### src/rtl/bus_sync_6502.sv
// 6502 bus front-end: synchronises the asynchronous bus into clk, filters phi2
// glitches, and turns each selected bus cycle into a read strobe or a FIFO write.
module bus_sync_6502 #(
    parameter int SYNC_STAGES = 2,
    parameter int MIN_HIGH    = 3,
    parameter int FIFO_DEPTH  = 4
) (
    input  logic       clk,
    input  logic       rst_n,
    input  logic       clk_ext1,
    input  logic       cs,
    input  logic [3:0] rs,
    input  logic       wren,
    input  logic [7:0] data_in,
    output logic       rd_stb,
    output logic [3:0] rd_addr,
    output logic       wr_valid,
    output logic [3:0] wr_addr,
    output logic [7:0] wr_data,
    input  logic       wr_ready,
    output logic       overflow,
    input  logic       ovf_clr
);
    localparam int BW  = 15;
    localparam int PW  = $clog2(FIFO_DEPTH);
    localparam int CW  = $clog2(FIFO_DEPTH + 1);
    localparam int FCW = $clog2(MIN_HIGH + 1);

    typedef enum logic [2:0] {WAIT_LOW, LOW, FILTER, RD, WR, SKIP} state_t;

    // All bus bits share one chain so they stay aligned with phi2.
    logic [BW-1:0] bus_raw;
    logic [BW-1:0] sync_q [SYNC_STAGES];
    logic [BW-1:0] bus_s;

    assign bus_raw = {clk_ext1, cs, wren, rs, data_in};

    genvar gi;
    generate
        for (gi = 0; gi < SYNC_STAGES; gi++) begin : g_sync
            if (gi == 0) begin : g_first
                always_ff @(posedge clk or negedge rst_n) begin
                    if (!rst_n) sync_q[gi] <= '0;
                    else        sync_q[gi] <= bus_raw;
                end
            end else begin : g_rest
                always_ff @(posedge clk or negedge rst_n) begin
                    if (!rst_n) sync_q[gi] <= '0;
                    else        sync_q[gi] <= sync_q[gi-1];
                end
            end
        end
    endgenerate

    assign bus_s = sync_q[SYNC_STAGES-1];

    logic       phi2_s, cs_s, wren_s;
    logic [3:0] rs_s;
    logic [7:0] data_s;
    assign phi2_s = bus_s[14];
    assign cs_s   = bus_s[13];
    assign wren_s = bus_s[12];
    assign rs_s   = bus_s[11:8];
    assign data_s = bus_s[7:0];

    // The chain holds reset zeros for a while; a real low phase is only trusted once it has refilled.
    logic [SYNC_STAGES-1:0] fill_q;
    always_ff @(posedge clk or negedge rst_n) begin
        if (!rst_n) fill_q <= '0;
        else        fill_q <= {fill_q[SYNC_STAGES-2:0], 1'b1};
    end

    state_t     state_q, state_d;
    logic [FCW-1:0] cnt_q, cnt_d;
    logic [3:0] rs_lat_q, rs_lat_d;
    logic [7:0] cap_q, cap_d;
    logic       rd_stb_q, rd_stb_d;
    logic [3:0] rd_addr_q, rd_addr_d;
    logic       push;

    always_comb begin
        state_d   = state_q;
        cnt_d     = cnt_q;
        rs_lat_d  = rs_lat_q;
        cap_d     = cap_q;
        rd_stb_d  = 1'b0;
        rd_addr_d = rd_addr_q;
        push      = 1'b0;
        case (state_q)
            WAIT_LOW: if (fill_q[SYNC_STAGES-1] && !phi2_s) state_d = LOW;
            LOW: begin
                if (phi2_s) begin
                    state_d = FILTER;
                    cnt_d   = FCW'(1);
                end
            end
            FILTER: begin
                if (!phi2_s) begin
                    state_d = LOW;
                end else if (cnt_q == FCW'(MIN_HIGH)) begin
                    if (cs_s) begin
                        state_d = SKIP;
                    end else begin
                        rs_lat_d = rs_s;
                        cap_d    = data_s;
                        if (wren_s) begin
                            state_d   = RD;
                            rd_stb_d  = 1'b1;
                            rd_addr_d = rs_s;
                        end else begin
                            state_d = WR;
                        end
                    end
                end else begin
                    cnt_d = cnt_q + FCW'(1);
                end
            end
            RD:   if (!phi2_s) state_d = LOW;
            WR: begin
                // Data is taken from the cycle before the fall, never from the falling cycle.
                if (phi2_s) begin
                    cap_d = data_s;
                end else begin
                    push    = 1'b1;
                    state_d = LOW;
                end
            end
            SKIP: if (!phi2_s) state_d = LOW;
            default: state_d = WAIT_LOW;
        endcase
    end

    always_ff @(posedge clk or negedge rst_n) begin
        if (!rst_n) begin
            state_q   <= WAIT_LOW;
            cnt_q     <= '0;
            rs_lat_q  <= '0;
            cap_q     <= '0;
            rd_stb_q  <= 1'b0;
            rd_addr_q <= '0;
        end else begin
            state_q   <= state_d;
            cnt_q     <= cnt_d;
            rs_lat_q  <= rs_lat_d;
            cap_q     <= cap_d;
            rd_stb_q  <= rd_stb_d;
            rd_addr_q <= rd_addr_d;
        end
    end

    assign rd_stb  = rd_stb_q;
    assign rd_addr = rd_addr_q;

    // Write FIFO: entries are {rs, data}.
    logic [11:0]   mem [FIFO_DEPTH];
    logic [PW-1:0] head_q, tail_q;
    logic [CW-1:0] count_q;
    logic [11:0]   hold_q;
    logic          overflow_q;
    logic          full, pop, push_ok, drop;

    assign full    = (count_q == CW'(FIFO_DEPTH));
    assign pop     = (count_q != '0) && wr_ready;
    assign push_ok = push && (!full || pop);
    assign drop    = push && full && !pop;

    always_ff @(posedge clk) begin
        if (push_ok) mem[tail_q] <= {rs_lat_q, cap_q};
    end

    always_ff @(posedge clk or negedge rst_n) begin
        if (!rst_n) begin
            head_q     <= '0;
            tail_q     <= '0;
            count_q    <= '0;
            hold_q     <= '0;
            overflow_q <= 1'b0;
        end else begin
            if (pop) begin
                head_q <= head_q + PW'(1);
                hold_q <= mem[head_q];
            end
            if (push_ok) tail_q <= tail_q + PW'(1);
            if (push_ok && !pop)      count_q <= count_q + CW'(1);
            else if (pop && !push_ok) count_q <= count_q - CW'(1);
            if (drop)         overflow_q <= 1'b1;
            else if (ovf_clr) overflow_q <= 1'b0;
        end
    end

    logic [11:0] head_entry;
    assign head_entry = (count_q != '0) ? mem[head_q] : hold_q;
    assign wr_valid   = (count_q != '0);
    assign wr_addr    = head_entry[11:8];
    assign wr_data    = head_entry[7:0];
    assign overflow   = overflow_q;

endmodule
### config.mk
export PLATFORM = sky130hd
export DESIGN_NAME = bus_sync_6502
export DESIGN_NICKNAME = d
export VERILOG_FILES = /design/src/rtl/bus_sync_6502.sv
export SDC_FILE = /design/constraint.sdc
export NUM_CORES = 1
export LEC_CHECK = 0
export CAP_MARGIN = 0
export CORE_MARGIN = 5
export CORE_UTILIZATION = 50
export DETAILED_ROUTE_END_ITERATION = 7
export PLACE_DENSITY = 0.76
export SKIP_LAST_GASP = 1
export SYNTH_ARGS = -nofsm -noshare
export SYNTH_HDL_FRONTEND = slang
export SYNTH_SLANG_ARGS = --single-unit
### constraint.sdc
create_clock -name clk -period 3.1 [get_ports clk]
set_input_delay 0.93 -clock clk [delete_from_list [all_inputs] [get_ports clk]]
set_output_delay 0.93 -clock clk [all_outputs]
set_load 0.01 [all_outputs]
# --- After elaboration in Yosys (flattened, before gate mapping) ---
# Memory sizes are Yosys's and may differ from the RTL's.
# Index checks and enable logic that the tools add are counted.
totals:
  reg_bits: 74
  out_inout_bits: 19
  ram_bits: 48
  mem_count: 1
  input_bits: 19
  wordCells: 92
classes:
  mux: 31
  n_bitwise: 1
  n_reduce_logical: 24
  addsub: 5
  n_eq_ne: 16
mem_list:
  columns: ["name", "depth", "word_bits", "read_ports", "rd_ports_with_merged_regs", "wr", "line_no", "text"]
  rows:
  - ["mem", 4, 12, 1, 0, 1, "155", "logic [11:0] mem [FIFO_DEPTH];"]
op_table:
  columns: ["cell", "n"]
  rows:
  - ["$mux W8", 4]
  - ["$mux W3", 9]
  - ["$ne A2 B2 Y1 const B", 8]
  - ["$pmux W8 S2", 1]
  - ["$mux W12", 1]
  - ["$pmux W3 S4", 1]
  - ["$reduce_and A4 Y1", 3]
  - ["$mux W1", 11]
  - ["$reduce_and A5 Y1", 2]
  - ["$eq A3 B3 Y1 const B", 3]
  - ["$reduce_bool A2 Y1", 4]
  - ["$logic_and A1 B1 Y1", 7]
  - ["$add A2 B1 Y2 const B", 3]
  - ["$eq A3 B2 Y1 const B", 2]
  - ["$mux W2", 3]
  - ["$logic_not A1 Y1", 4]
  - ["$pmux W2 S2", 1]
  - ["$add A3 B1 Y3 const B", 1]
  - ["$eq A3 B1 Y1 const B", 1]
  - ["$logic_not A3 Y1", 1]
  - ["$ne A3 B3 Y1 const B", 1]
  - ["$reduce_bool A3 Y1", 1]
  - ["$reduce_or A3 Y1", 1]
  - ["$sub A3 B1 Y3 const B", 1]
  - ["3 further kinds", 3]

# --- Depth between registers and ports, before layout ---
# Gate-level depths: netlist (run 1).
depth:
  ltp_word: 8
  mapped_depth: 10
  mapped_depth_nobuf: 8

# --- Worst setup path after synthesis (run 1) ---
# No wires, ideal clock.
synth_timing:
  path_kind: "input to register"
  from: "input port wr_ready"
  to: "register count_q[1]"
  n_path_buf: 1
  slack_ns: 0.387
  setup_ns: 0.125
  stages: 7
  required_ns: 2.975
  arrival_ns: 2.588
  path_cell_list: "or4b_1 nor2b_1 buf_6 ha_1 inv_1 fa_1 mux2_2"
synth_via:
  elab_chain_cells: 6
  word_cells_on_any_way: 9
  cone_classes: "mux: 1; reduce/logical: 8"
synth_rtl:
  columns: ["item", "line_no", "text"]
  rows:
  - ["from (decl)", "20", "input logic wr_ready,"]
  - ["$logic_and A1 B1 Y1 *", "163", "assign pop = (count_q != '0) && wr_ready;"]
  - ["$logic_or A1 B1 Y1 *", "164", "assign push_ok = push && (!full || pop);"]
  - ["$logic_and A1 B1 Y1 *", "164", null]
  - ["named net push_ok", "160", "logic full, pop, push_ok, drop;"]
  - ["$logic_not A1 Y1", "185", "else if (pop && !push_ok) count_q <= count_q - CW'(1);"]
  - ["$logic_and A1 B1 Y1", "185", null]
  - ["$reduce_bool A2 Y1 (no source line)", null, null]
  - ["to (signal assigned)", "184", "if (push_ok && !pop) count_q <= count_q + CW'(1);"]
  - ["to (signal assigned)", "185", null]
  - ["to (decl)", "157", "logic [CW-1:0] count_q;"]
# The timed path passes the listed nets; every way through them passes the cells marked *.
# A chain may end at the register's enable or synchronous reset.

# --- Worst setup path after layout (run 1) ---
layout_timing:
  from: "register head_q[0]"
  to: "output port wr_data[2]"
layout_via:
  elab_chain_cells: 2
layout_rtl:
  columns: ["item", "line_no", "text"]
  rows:
  - ["from (decl)", "156", "logic [PW-1:0] head_q, tail_q;"]
  - ["from (signal assigned)", "180", "head_q <= head_q + PW'(1);"]
  - ["$mem_v2 Z4 W12", null, null]
  - ["$mux W12", "192", "assign head_entry = (count_q != '0) ? mem[head_q] : hold_q;"]
  - ["to (decl)", "19", "output logic [7:0] wr_data,"]
# No other way between the ends.

==> metrics.md, run 1 <==
| Metric | Value |
|---|---|
| Status | `completed` |
| Max_cap viols | `0` |
| Vias in the first global route | `2,359` |
| Tmin final | `3.05 ns` |
| Cell taking the most area after synthesis | `dfrtp_1` |
| GRT overflow | `0` |
| Synth top area cells | `dfrtp_1 (41%), edfxtp_1 (32%), mux2_2 (10%), mux4_2 (5.9%), ha_1 (1.6%)` |
| Slew @ Worst Pin | `0.908 ns` |
| Post-route ant nets | `0` |
| Non-Filler Instances | `425` |
| Final core utilization | `63.6%` |
| Multi-input gate area | `0.00119 mm²` |
| Synth Flop Type | `dfrtp_1` |
| Pleak | `2.26 nW` |
| Critical Path Start Type | `register` |
| PD cells | `916 mW/mm²` |
| First-pass GRT wire length | `11.7 mm` |
| Synthesized area | `0.00456 mm²` |
| Worst skew pair latency | `0.50 ns` |
| Num rows | `34` |
| Endpoint arrival time on the critical path | `2.12 ns` |
| Distinct cells, synth | `38` |
| IO Count | `38` |
| Tcrit/Tclk final | `98.3%` |
| Area of the die | `0.0111 mm²` |
| GRT Util Overall | `13.9%` |
| Final setup vio count | `0` |
| Slew Viols, Final | `0` |
| HPWL after DPL | `4.22 mm` |
| Initial antenna violation count | `0` |
| Dpl cell area | `0.00505 mm²` |
| CTS tree | `done` |
| Die Ht | `105 µm` |
| Ys async rst share | `60.7%` |
| Post-Syn Instances | `248` |
| Clock transition at the registers of the reported paths | `0.06 ns` |
| Share of the synthesized area in the top cell type | `40.6%` |
| Root buf cell | `clkbuf_8` |
| IO buf count | `37` |
| Final Cell Area | `0.00560 mm²` |
| EDFF count, synth | `48` |
| Fraction of layout cells with a size suffix above 1 | `35.0%` |
| Setup_tns | `0 ns` |
| First drt pass iteration count | `4` |
| Post-synth top cells | `dfrtp_1 (74), edfxtp_1 (48), mux2_2 (41)` |
| Residual DRC | `0` |
| Nets | `330` |
| CTS sink count | `122` |
| Largest net degree at the start of global routing | `75` |
| Synth Warn # | `0` |
| Initial Util | `51.8%` |
| Routed wire length | `6.84 mm` |
| Number of buffers created by CTS | `17` |
| Most common cell in the netlist | `dfrtp_1` |
| #FFs+latches synth | `122` |
| Core ar. | `0.00881 mm²` |
| Vias | `2,217` |
| Drt via density | `5.22` |
| Avg WL per Cell | `16.1 µm` |
| Relative slew slack | `39.5%` |
| HP Class | `register to register` |
| Die X | `105 µm` |
| Clock Tree Buf Depth | `2` |
| RSZ-0062 raised after global routing | `true` |
| Area grow syn2layout | `22.8%` |
| H-tree Lvls | `4` |
| Max IR drop VDD | `489 µV` |
| Placed cell count | `389` |
| Critical path type | `register to output pin` |
| Setup crit end kind | `output pin` |
| Power Total | `5.13 mW` |
| CP required | `2.17 ns` |
| Fmax | `328 MHz` |
| Fillers | `610` |
| Critical path fanouts, max | `7` |
| Sequential area share after synthesis | `72.2%` |
| Diode count | `0` |
| Fin Clk Skew | `0.00725 ns` |
| Routability cong. | `0.734` |
| Seq. cell area | `0.00329 mm²` |
| Avg Synthesized Cell Area | `18.4 µm²` |
| Final Hold Viols | `0` |
| Initial drt markers | `57` |
| Syn Nets | `274` |
## area by class of cell
| cell class | count | area share, % |
|---|---|---|
| clock buffer | 19 | 7.91 |
| multi-input combinational | 111 | 21.2 |
| sequential | 122 | 58.8 |
| timing repair buffer | 47 | 7.51 |
| clock inverter | 13 | 1.79 |
| inverter | 5 | 0.335 |
| tap | 108 | 2.41 |
## per-layer routing
layer	part of all wire, %	vias to the layer above	GRT usage, %
li1	-	1028	-
met1	46	1128	18.3
met2	48	53	20.6
met3	4.4	8	5.50
met4	1.5	0	6.28
met5	0	-	0
## power breakdown
part | internal (mW) | switching, mW
Combinational | 0.715 | 0.499
Sequential | 1.97 | 0.187
Clock | 1.10 | 0.660
Total | 3.78 | 1.35
## what timing repair did
action / 4_1_cts / 5_1_grt
gates cloned: 1 / 0
endpoints found under the setup margin: 13 / 12
hold buffers: 0 / 0
pin swaps: 0 / 0
endpoints found under the hold margin: 0 / 0
setup buffers: 2 / 1
gates resized for setup: 28 / 12
## worst paths after layout
check                             end  startpoint  cells after the start  slack (ns)
max                        wr_data[2]   head_q[0]                      5        0.05
min                         bus_s[13]  sync_q[28]                      0        0.35
max reg2reg                count_q[2]  state_q[1]                      8        0.61
min reg2reg                 bus_s[13]  sync_q[28]                      0        0.35
max in group asynchronous   head_q[0]       rst_n                      1        1.90
min in group asynchronous    cnt_q[1]       rst_n                      1        0.57
## cells by family (layout without fill, tap and decap cells)
logic type / count (synthesis) / after routing / share of synthesized area (%)
compound gates: 14 / 14 / 2.09
xor+xnor: 6 / 6 / 1.15
fa+ha+maj: 7 / 7 / 2.09
buf+inv: 15 / 84 / 1.81
flops: 122 / 122 / 72.2
mux: 54 / 54 / 16.4
other cells: 1 / 1 / 0.0823
simple gates: 29 / 29 / 4.15
## sequential cells by signal (all words and copies together), names as in the netlist
register	cells
state_q	3
rd_stb	1
overflow	1
cnt_q	2
hold_q	12
tail_q	2
count_q	3
mem	48
cap_q	8
bus_s	15
head_q	2
rd_addr	4
fill_q	2
rs_lat_q	4
sync_q	15
## worst max-delay path, stage by stage (launching register included)
cell and delay [ns]:
dfrtp_2 0.39, buf_4 0.14, buf_12 0.14, mux4_2 0.43, mux2_2 0.28, clkdlybuf4s15_1 0.24
## cell usage in the layout, fill, tap and decap left out, types with 3 or more instances in the layout
cell type	instances
a21oi_1	3
and2_1	4
buf_4	9
clkbuf_16	17
clkbuf_2	9
clkdlybuf4s50_1	24
clkinv_2	6
clkinvlp_4	4
dfrtp_1	73
edfxtp_1	48
ha_1	6
inv_1	5
mux2_2	41
mux4_2	12
nand2b_1	3
nor2_1	4
nor2b_1	5
xnor2_1	4
## stage by stage
| stage | hold slack, ns | worst slack (ns) |
|---|---|---|
| floorplan | 0.331 | 0.387 |
| global placement | 0.331 | 0.0454 |
| detailed placement | 0.335 | -0.0168 |
| CTS | 0.347 | -0.0401 |
| global route | 0.355 | -0.0403 |
| finish | 0.346 | 0.0528 |
Power figures use the tool's default switching activity.
==> inputs of run 2 (changes only) <==
==> constraint.sdc (replaced) <==
create_clock -name clk -period 3.1 [get_ports clk]
set_input_delay 0.93 -clock clk [delete_from_list [all_inputs] [get_ports clk]]
set_output_delay 0.93 -clock clk [all_outputs]
set_load 0.05 [all_outputs]
==> run 2 against run 1 <==
Effect of this change: sequential cell count unchanged; clock power up 20%; sequential share of layout area down 0.74 points; hold slack worse by 0.0025 ns; first-iteration DRC count up 47%; non-clock buffer count down 4; die area unchanged; core utilization up 0.81 points; register-to-register slack better by 0.07 ns; worst setup slack better by 0.038 ns; critical path depth down 1; highest routed layer unchanged.
==> metrics.md, run 2 (same netlist as run 1, synthesis figures left out) <==
| Metric | Value |
|---|---|
| Final setup vio count | `0 (unchanged)` |
| Number of buffers created by CTS | `17 (unchanged)` |
| Slew @ Worst Pin | `0.908 ns (+0.000310 ns)` |
| Residual DRC | `0 (unchanged)` |
| Critical path type | `register to output pin` |
| Die Ht | `105 µm (unchanged)` |
| First-pass GRT wire length | `11.9 mm (+1.1%)` |
| Top Family by Delay on Critical Path | `multiplexers` |
| Max_cap viols | `0 (unchanged)` |
| Endpoint arrival time on the critical path | `2.08 ns (-0.04 ns)` |
| Max stage delay on crit path | `0.55 ns (+0.12 ns)` |
| CP required | `2.17 ns (about the same)` |
| CTS tree | `done` |
| Highest-count cells in the layout ignoring fill and taps | `dfrtp_1 (73), edfxtp_1 (48), mux2_2 (41)` |
| Core ar. | `0.00881 mm² (unchanged)` |
| Post CTS Setup Buffer Count | `0 (-2)` |
| Die X | `105 µm (unchanged)` |
| Critical Path Start Type | `register` |
| Worst skew pair latency | `0.51 ns (about the same)` |
| Largest net degree at the start of global routing | `75 (unchanged)` |
| Non-Filler Instances | `421 (-0.94%)` |
| Net Switching | `1.74 mW (+29%)` |
| Power Total | `5.88 mW (+15%)` |
| Critical-path cell list | `buf_12, mux4_2, mux2_2, buf_4` |
| Avg WL per Cell | `16.5 µm (+2.6%)` |
| Max IR drop VDD | `425 µV (-13%)` |
| Logic pwr share | `26.7% (+3.0 points)` |
| Most flops, register | `mem` |
| Clock power share | `35.9% (+1.7 points)` |
| GRT overflow | `0 (unchanged)` |
| CTS sink count | `122 (unchanged)` |
| Crit path buffers/inverters | `2 (-1)` |
| Clock Tree Buf Depth | `2 (unchanged)` |
| Nets | `326 (-1.2%)` |
| Post-route ant nets | `0 (unchanged)` |
| Relative slew slack | `39.5% (about the same)` |
| GRT Util Overall | `14.1% (+0.17 points)` |
| Drt via density | `5.24 (+0.49%)` |
| Final Hold Viols | `0 (unchanged)` |
| Register share of total power | `37.4% (-4.7 points)` |
| Area grow syn2layout | `24.4%` |
| Pre-CTS setup slack | `-0.00822 ns (+0.00858 ns)` |
| Worst path slowest cell | `mux4_2` |
| Area of the die | `0.0111 mm² (unchanged)` |
| Vias | `2,207 (-0.45%)` |
| Initial antenna violation count | `0 (unchanged)` |
| H-tree Lvls | `4 (unchanged)` |
| Fin Clk Skew | `0.00942 ns (+0.00217 ns)` |
| Setup_tns | `0 ns (unchanged)` |
| Slew Viols, Final | `0 (unchanged)` |
| Routed wire length | `6.95 mm (+1.6%)` |
| Pint | `4.14 mW (+9.4%)` |
| Clock transition at the registers of the reported paths | `0.05 ns (about the same)` |
| Root buf cell | `clkbuf_8` |
| Fmax | `332 MHz (+1.3%)` |
| HP Class | `register to register` |
| Pleak | `2.29 nW (+1.1%)` |
| Initial drt markers | `84 (+47%)` |
| Status | `completed` |
| Sw Share | `29.6% (+3.4 points)` |
| IO Count | `38 (unchanged)` |
| Num rows | `34 (unchanged)` |
| Largest register FFs | `48 (unchanged)` |
| Placed cell count | `389 (unchanged)` |
| HPWL after DPL | `4.30 mm (+1.8%)` |
| Critical path fanouts, max | `14 (+7)` |
| Fraction of layout cells with a size suffix above 1 | `34.2% (-0.83 points)` |
| Commonest non-fill, non-tap cell in the layout | `dfrtp_1` |
| Final worst slack | `0.0906 ns (+0.0379 ns)` |
| Vias in the first global route | `2,321 (-1.6%)` |
| IO buf count | `37 (unchanged)` |
| Setup crit end kind | `output pin` |
| Diode count | `0 (unchanged)` |
| Routability cong. | `0.718 (-2.2%)` |
| PD cells | `1040 mW/mm² (+13%)` |
| First drt pass iteration count | `4 (unchanged)` |
| RSZ-0062 raised after global routing | `false` |
| Initial Util | `51.8% (unchanged)` |
| Tcrit/Tclk final | `97.1% (-1.2 points)` |
| Tmin final | `3.01 ns (-0.0379 ns)` |
==> run 2: changes by cell type in the layout (fill, tap and decap cells not counted), moves of 2 or more <==
cell and delta:
bufinv_16 +5, clkbuf_2 -9, buf_4 +9, clkinv_2 -2
buf_2 -2
==> run 2: layer usage <==
metal,routed length (µm),global-route usage [%]
met2,3310,20.6
met4,99,7.03
met3,286,5.13
met1,3260,18.8
met5,0,0
==> run 2: what timing repair did <==
| action | in CTS | in global routing |
|---|---|---|
| gates cloned | 0 | 0 |
| hold buffers | 0 | 0 |
| endpoints found under the setup margin | 4 | 12 |
| resized for setup | 1 | 3 |
==> run 2: final timing paths <==
kind / startpoint / to / slack, ns / depth (start not counted)
min: sync_q[19] / bus_s[4] / 0.34 / 0
max: head_q[0] / wr_data[2] / 0.09 / 4
max in group asynchronous: rst_n / head_q[1] / 1.91 / 1
max reg2reg: state_q[1] / count_q[2] / 0.68 / 8
min reg2reg: sync_q[19] / bus_s[4] / 0.34 / 0
min in group asynchronous: rst_n / cnt_q[1] / 0.55 / 1
==> run 2: area by class of cell <==
type | count | area, µm²
repair buffers | 43 | 395
clock inverters | 14 | 226
flip-flops and latches | 122 | 3290
fillers | 598 | 3140
clock buffers | 18 | 418
multi-input cells | 111 | 1180
well taps | 108 | 135
inverters | 5 | 18.8
==> run 2: through the flow <==
step                      area [µm²]  util [%]  hold WS, ns
after CTS                       5660      64.3        0.346
after floorplan                 4560         -        0.331
after detailed placement        5010      56.9        0.335
after global placement          5010      56.9        0.331
final                           5670      64.4        0.344
after global routing            5670      64.4        0.353
==> run 2: power groups by stage <==
stage,clock [mW],sequential (mW),combinational (mW)
finish,2.11,2.20,1.57
global route,2.22,2.24,1.68
CTS,2.15,2.19,1.58
detailed placement,0,2.21,1.56
global placement,0,2.19,1.53
floorplan,0,2.17,1.20
